$ cat src/rtl/mips_pkg.sv
// mips_pkg: opcode constants, PCSrc encodings and the default reset PC
//   Shared by fetch_unit and control_unit.
package mips_pkg;
   localparam logic [5:0] OP_RTYPE = 6'h00;
   localparam logic [5:0] OP_J     = 6'h02;
   localparam logic [5:0] OP_BEQ   = 6'h04;
   localparam logic [5:0] OP_ADDI  = 6'h08;
   localparam logic [5:0] OP_LW    = 6'h23;
   localparam logic [5:0] OP_SW    = 6'h2b;
   localparam logic [31:0] RESET_PC_DEFAULT = 32'h0;
   typedef enum logic [1:0] {
      PCSRC_ALU    = 2'b00,
      PCSRC_ALUOUT = 2'b01,
      PCSRC_JUMP   = 2'b10,
      PCSRC_BAD    = 2'b11
   } pcsrc_e;
endpackage

$ cat src/rtl/en_flop.sv
// en_flop: register with enable and synchronous active-high reset to RST
//   clk, rst : clock, sync reset (active high)
//   en       : load d when high
//   d / q    : W-bit data in / registered out
module en_flop #(
   parameter int W = 32,
   parameter logic [W-1:0] RST = '0
) (
   input  logic         clk,
   input  logic         rst,
   input  logic         en,
   input  logic [W-1:0] d,
   output logic [W-1:0] q
);
   always_ff @(posedge clk)
      if (rst) q <= RST;
      else if (en) q <= d;
endmodule

$ cat src/rtl/fetch_unit.sv
// fetch_unit: PC/IR/MDR/ALUOut registers, memory address mux, next-PC logic, IR decode
//   clk, reset            : clock, sync active-high reset
//   IorD                  : memory address select (0 PC, 1 ALUOut)
//   IRWrite, PCWrite      : IR load, unconditional PC load
//   Branch, Zero          : conditional PC load when both high
//   PCSrc                 : next-PC source (ALUResult, ALUOut, jump target; 11 illegal)
//   ALUResult, MemRD      : ALU result, memory read data
//   PC, Adr, Instr, Data, ALUOut : architectural/datapath registers and address
//   Opcode..SignImm       : decoded IR fields
//   instr_cnt, cycle_cnt  : debug counters
//   pcsrc_err, misalign   : sticky fault flags, cleared by reset only
module fetch_unit
   import mips_pkg::*;
#(
   parameter int WIDTH = 32,
   parameter logic [WIDTH-1:0] RESET_PC = WIDTH'(RESET_PC_DEFAULT),
   parameter int CNT_WIDTH = 32
) (
   input  logic                 clk,
   input  logic                 reset,
   input  logic                 IorD,
   input  logic                 IRWrite,
   input  logic                 PCWrite,
   input  logic                 Branch,
   input  logic [1:0]           PCSrc,
   input  logic                 Zero,
   input  logic [WIDTH-1:0]     ALUResult,
   input  logic [WIDTH-1:0]     MemRD,
   output logic [WIDTH-1:0]     PC,
   output logic [WIDTH-1:0]     Adr,
   output logic [WIDTH-1:0]     Instr,
   output logic [5:0]           Opcode,
   output logic [5:0]           Funct,
   output logic [4:0]           Rs,
   output logic [4:0]           Rt,
   output logic [4:0]           Rd,
   output logic [WIDTH-1:0]     SignImm,
   output logic [WIDTH-1:0]     Data,
   output logic [WIDTH-1:0]     ALUOut,
   output logic [CNT_WIDTH-1:0] instr_cnt,
   output logic [CNT_WIDTH-1:0] cycle_cnt,
   output logic                 pcsrc_err,
   output logic                 misalign
);
   pcsrc_e           src;
   logic             pc_en;
   logic             pc_load;
   logic [WIDTH-1:0] pc_next;
   assign src = pcsrc_e'(PCSrc);
   // An illegal source suppresses the load so PC holds rather than taking garbage.
   always_comb begin
      pc_en   = PCWrite | (Branch & Zero);
      pc_load = pc_en & (src != PCSRC_BAD);
      pc_next = src == PCSRC_ALU    ? ALUResult :
                src == PCSRC_ALUOUT ? ALUOut    :
                {PC[WIDTH-1:28], Instr[25:0], 2'b00};
   end
   en_flop #(.W(WIDTH), .RST(RESET_PC)) u_pc (
      .clk(clk), .rst(reset), .en(pc_load), .d(pc_next), .q(PC)
   );
   en_flop #(.W(WIDTH)) u_ir (
      .clk(clk), .rst(reset), .en(IRWrite), .d(MemRD), .q(Instr)
   );
   en_flop #(.W(WIDTH)) u_mdr (
      .clk(clk), .rst(reset), .en(1'b1), .d(MemRD), .q(Data)
   );
   en_flop #(.W(WIDTH)) u_aluout (
      .clk(clk), .rst(reset), .en(1'b1), .d(ALUResult), .q(ALUOut)
   );
   assign Adr     = IorD ? ALUOut : PC;
   assign Opcode  = Instr[31:26];
   assign Rs      = Instr[25:21];
   assign Rt      = Instr[20:16];
   assign Rd      = Instr[15:11];
   assign Funct   = Instr[5:0];
   assign SignImm = {{(WIDTH-16){Instr[15]}}, Instr[15:0]};
   always_ff @(posedge clk)
      if (reset) begin
         instr_cnt <= '0;
         cycle_cnt <= '0;
         pcsrc_err <= 1'b0;
         misalign  <= 1'b0;
      end else begin
         instr_cnt <= instr_cnt + CNT_WIDTH'(IRWrite);
         cycle_cnt <= cycle_cnt + CNT_WIDTH'(1);
         pcsrc_err <= pcsrc_err | (pc_en & (src == PCSRC_BAD));
         misalign  <= misalign | (pc_load & (pc_next[1:0] != 2'b00));
      end
endmodule
$ cat config.mk
export PLATFORM = sky130hd
export DESIGN_NAME = fetch_unit
export DESIGN_NICKNAME = d
export VERILOG_FILES = /design/src/rtl/mips_pkg.sv /design/src/rtl/en_flop.sv /design/src/rtl/fetch_unit.sv
export SDC_FILE = /design/constraint.sdc
export NUM_CORES = 1
export LEC_CHECK = 0
export BUFFER_PORTS_ARGS = -buffer_cell sky130_fd_sc_hd__buf_4
export CAP_MARGIN = 25
export CORE_MARGIN = 3
export CORE_UTILIZATION = 40
export CTS_BUF_LIST = sky130_fd_sc_hd__clkbuf_4 sky130_fd_sc_hd__clkbuf_8
export DETAILED_ROUTE_END_ITERATION = 8
export GPL_TIMING_DRIVEN = 0
export HOLD_SLACK_MARGIN = 0.02
export PLACE_DENSITY = 0.69
export SYNTH_ARGS = -nofsm -noshare
export SYNTH_HDL_FRONTEND = slang
export SYNTH_SLANG_ARGS = --single-unit
$ cat constraint.sdc
create_clock -name clk -period 2.5 [get_ports clk]
set_clock_uncertainty 0.05 [all_clocks]
set_input_delay 0.125 -clock clk [delete_from_list [all_inputs] [get_ports clk]]
set_output_delay 0.125 -clock clk [all_outputs]
set_load 0.03 [all_outputs]
# Word level (Yosys, flattened, before mapping)
# Index checks and enable logic that the tools add are counted.
# Widths: inputs -> output; s select.
[word_totals]
ff_bits = 194
out_inout_bits = 285
elab_cells = 28
[classes]
addsub = 2
n_eq_ne = 3
muxes = 3
bitwise_logic = 7
n_reduce_logical = 4
[ops]
columns = ["operator", "count"]
rows = [
  ["$mux 32", 3],
  ["$add 32x1->32", 1],
  ["$add 32x1->32 const B", 1],
  ["$and 1x1->1", 4],
  ["$reduce_bool 2->1", 2],
  ["$or 1x1->1", 3],
  ["$eq 2x1->1 const B", 1],
  ["$eq 2x2->1 const B", 1],
  ["$logic_not 2->1", 1],
  ["$ne 2x2->1 const B", 1],
  ["$reduce_and 2->1", 1],
]

# Depth between registers and ports, before layout
[depth]
word_depth = 6
depth_mapped = 7
mapped_depth_nobuf = 6

# Cells and area by module
# A second synthesis with hierarchy kept.
[unflattened]
cells_unflattened = 962
hier_area_um2 = 9158.8
[by_module_without_submodules]
columns = ["mod", "instances", "cells_each", "area_each_um2"]
rows = [
  ["en_flop", 4, 103, 1163.6],
  ["fetch_unit", 1, 550, 4504.3],
]

# Least setup slack after synthesis
# OpenSTA, ideal clock, no wires.
[synth_timing]
path_type = "register to register"
start = "reg cycle_cnt[0]"
end = "reg cycle_cnt[30]"
setup_ps = 70
arrival_ps = 1902
required_ps = 2380
slack_ps = 478
stages_incl_launch_ff = 8
path_buffers = 2
synth_period_minus_slack_ps = 2022
cell_sequence = "dfxtp_1 > ha_1 > and4_1 > buf_4 > nand3_4 > buf_6 > or4_1 > a21oi_1"
[synth_between]
elab_chain_cells = 1
[synth_lines]
columns = ["element", "line_no", "rtl"]
rows = [
  ["from (decl)", "fetch_unit.sv:41", "output logic [CNT_WIDTH-1:0] cycle_cnt,"],
  ["from (signal assigned)", "fetch_unit.sv:85", "cycle_cnt <= cycle_cnt + CNT_WIDTH'(1);"],
  ["$add 32x1->32", "fetch_unit.sv:85", ""],
]
# Every way passes these cells.
# A chain may end at the register's enable or synchronous reset.

# Final worst setup path
[layout_timing]
start = "reg instr_cnt[0]"
end = "reg instr_cnt[30]"
[layout_between]
elab_chain_cells = 1
[layout_lines]
columns = ["element", "line_no", "rtl"]
rows = [
  ["from (decl)", "fetch_unit.sv:40", "output logic [CNT_WIDTH-1:0] instr_cnt,"],
  ["from (signal assigned)", "fetch_unit.sv:84", "instr_cnt <= instr_cnt + CNT_WIDTH'(IRWrite);"],
  ["$add 32x1->32", "fetch_unit.sv:84", ""],
]
# Every way passes these cells.

==> results.py <==
metrics = {
    "logic_synthesis": {
        "yosysTopAreaCellShare_pct": 45.67,
        "syn-num-nets": 973,
        "synth_warnings": 0,
        "synth_area_um2": 8504,
        "synthTopCellsByArea": "dfxtp_1 (46%), mux2i_1 (10%), buf_4 (5.6%)",
        "synth_cell_type_count": 39,
        "ys_ff_latch": 194,
        "yosys.area.top_type": "dfxtp_1",
        "synthesis.instances": 896,
        "yosysSeqAreaShare_pct": 45.67,
        "avgSynthCellArea_um2": 9.492,
    },
    "detailed_routing": {
        "vias_per_cell": 4.956,
        "drt_pass1_iterations": 4,
        "vias": 8024,
        "routed_wl_um": 28550,
        "avgRoutedWirePerCell_um": 17.63,
        "drtIter0Drc": 379,
        "ant_nets": 0,
        "drc": 0,
    },
    "cts": {
        "cts_buffer_depth": 2,
        "post_cts_resized": 0,
        "cts_max_level": 4,
        "cts.hold.buffers_added": 66,
        "cts_sinks": 194,
        "cts_tree": "done",
        "clk_latency_ps": 480,
        "clkTransAtPathRegs_ps": 100,
        "clk_root_buffer_cell": "clkbuf_8",
        "cts_buffers": 17,
        "post-cts-setup-buffers": 0,
    },
    "power_and_ir_drop": {
        "peakVddDrop_uv": 343.4,
        "power.density_nw_per_um2": 548.4,
        "leakage_nw": 5.824,
        "power_mw": 6.887,
    },
    "place": {
        "dp.final_hpwl_um": 21920,
        "routabilityCongestion": 0.8156,
        "place_inst": 1520,
        "port_buffers": 354,
    },
    "layout": {
        "fillers": 1813,
        "nNetsFinal": 1412,
        "area_growth_pct": 47.67,
        "final_cells": 1619,
        "utilization_pct": 61.08,
        "drive_above_1_share_pct": 35.46,
    },
    "setup_path": {
        "crit_path_end_kind": "flop",
        "worst-setup-path-type": "flop to flop",
        "path_max_fanout": 5,
        "arrival_ps": 2430,
        "cp-start-kind": "flop",
        "crit_required_ps": 2810,
    },
    "floorplan": {
        "dieArea_um2": 23050,
        "die_h_um": 151.8,
        "die_w_um": 151.8,
        "rows": 52,
        "core-area_um2": 20560,
        "pin_count": 358,
        "start_util_pct": 41.36,
    },
    "timing": {
        "final.setup.tns_ps": 0,
        "setup_violations": 0,
        "period_needed_ps": 2123,
        "fmax_ghz": 0.4710,
        "slew_headroom_pct": 39.66,
        "slew_viol_final": 0,
        "finalHoldViolations": 0,
        "rsz0062_at_grt": "no",
        "fin_crit_sh_pct": 84.92,
        "worstMarginPinSlew_ps": 905.1,
    },
    "global_routing": {
        "grt_max_degree": 22,
        "antenna_found_initial": 1,
        "grt_pass1_vias": 7849,
        "grt_use_total_pct": 23.90,
        "grt_pass1_wl_um": 44550,
        "grt.overflow.total": 0,
    },
    "outcome": {
        "status": "finished, final reports clean",
    },
    "hold_path": {
        "hold_path_class": "input port to flop",
    },
    "run": {
        "maxCapViolCount": 0,
    },
}
-- critical path, stage by stage (launching register included) --
cell     delay [ps]
dfxtp_1         400
ha_1            260
ha_1            280
and4_1          270
nand4_1         180
nor3_1          240
mux2_1          340
-- where the power goes --
group	switching (mW)	internal (mW)
Sequential	0.121	3.21
Clock	1.23	0.853
Combinational	0.839	0.633
Total	2.19	4.70
-- placed cells by master, fill, tap and decap left out, types with 8 or more instances in the layout --
cell	n
o21ai_0	29
buf_2	13
nand3_1	23
and4_1	12
mux2i_1	88
o31ai_1	24
a21oi_1	34
clkbuf_8	18
xor2_1	16
mux2_1	31
nor2b_1	72
dlygate4sd3_1	66
dfxtp_1	194
nor2_1	99
nand4_1	13
buf_4	418
clkbuf_1	33
nand2_1	44
and3_1	8
xnor2_1	8
or4_1	26
-- logic make-up (layout without fill, tap and decap cells) --
group	count (synthesis)	in the layout	share of synthesized area (%)
mux	125	125	15.26
compound gates	100	100	6.841
other cells	0	1	0
xor+xnor	24	24	2.472
fa+ha+maj	4	4	0.5885
simple gates	324	324	20.47
buf+inv	125	577	8.710
flops	194	194	45.67
-- final cells by class --
class                           instances  area (um2)  area share [%]
Tap cell                              270       337.8           2.690
Inverter                                7       26.28          0.2092
Sequential cell                       194        3884           30.93
Clock inverter                         14       147.6           1.176
Clock buffer                           18       247.7           1.973
Buffer                                118       714.4           5.689
Timing Repair Buffer                  420        3318           26.42
Antenna cell                            1       2.502         0.01993
Multi-Input combinational cell        577        3880           30.90
-- per-layer routing --
| layer | share of wire [%] | track usage (%) | up-vias |
|---|---|---|---|
| met5 | 0 | 0 | - |
| met2 | 50 | 41.34 | 261 |
| met1 | 41 | 29.22 | 3816 |
| met4 | 1.7 | 6.421 | 0 |
| met3 | 7.4 | 6.883 | 30 |
| li1 | - | - | 3917 |
-- stage by stage --
step | area, um2 | setup slack, ps | hold WS (ps)
after detailed placement | 11500 | 367.9 | 301.7
final | 12560 | 377.0 | 81.13
after CTS | 12560 | 383.5 | 53.31
after floorplan | 8504 | 477.6 | 203.2
after global routing | 12560 | 187.1 | 109.0
after global placement | 11500 | 393.6 | 295.3
-- worst paths after layout --
check | from | end | slack (ps) | cells after the start
hold / removal | Branch | pcsrc_err$_SDFF_PP0_ | 80 | 5
setup reg to reg | instr_cnt[0]$_SDFF_PP0_ | instr_cnt[30]$_SDFF_PP0_ | 380 | 6
setup / recovery | instr_cnt[0]$_SDFF_PP0_ | instr_cnt[30]$_SDFF_PP0_ | 380 | 6
hold reg to reg | pcsrc_err$_SDFF_PP0_ | pcsrc_err$_SDFF_PP0_ | 440 | 2
-- registers in the layout, summed over array words and instances (netlist names) --
name,flops
misalign,1
u_pc.q,32
instr_cnt,32
pcsrc_err,1
u_ir.q,32
cycle_cnt,32
u_mdr.q,32
u_aluout.q,32
-- synth_stat cells, drive strengths merged --
| cell type | number |
|---|---|
| or3 | 7 |
| a21oi | 34 |
| nand3 | 25 |
| nand4 | 15 |
| and4 | 14 |
| nand2 | 45 |
| a211oi | 5 |
| and2 | 5 |
| clkbuf | 33 |
| a22oi | 2 |
| dfxtp | 194 |
| a21o | 1 |
| o31ai | 24 |
| nor2 | 99 |
| buf | 85 |
| a31oi | 1 |
| and3 | 8 |
| xor2 | 16 |
| mux2i | 88 |
| nor2b | 72 |
| mux2 | 37 |
| or4 | 26 |
| o21ai | 33 |
| nor4 | 3 |
| ha | 4 |
| xnor2 | 8 |
| nor3 | 5 |
| inv | 7 |
No activity file was read; power rests on OpenSTA's default activity.
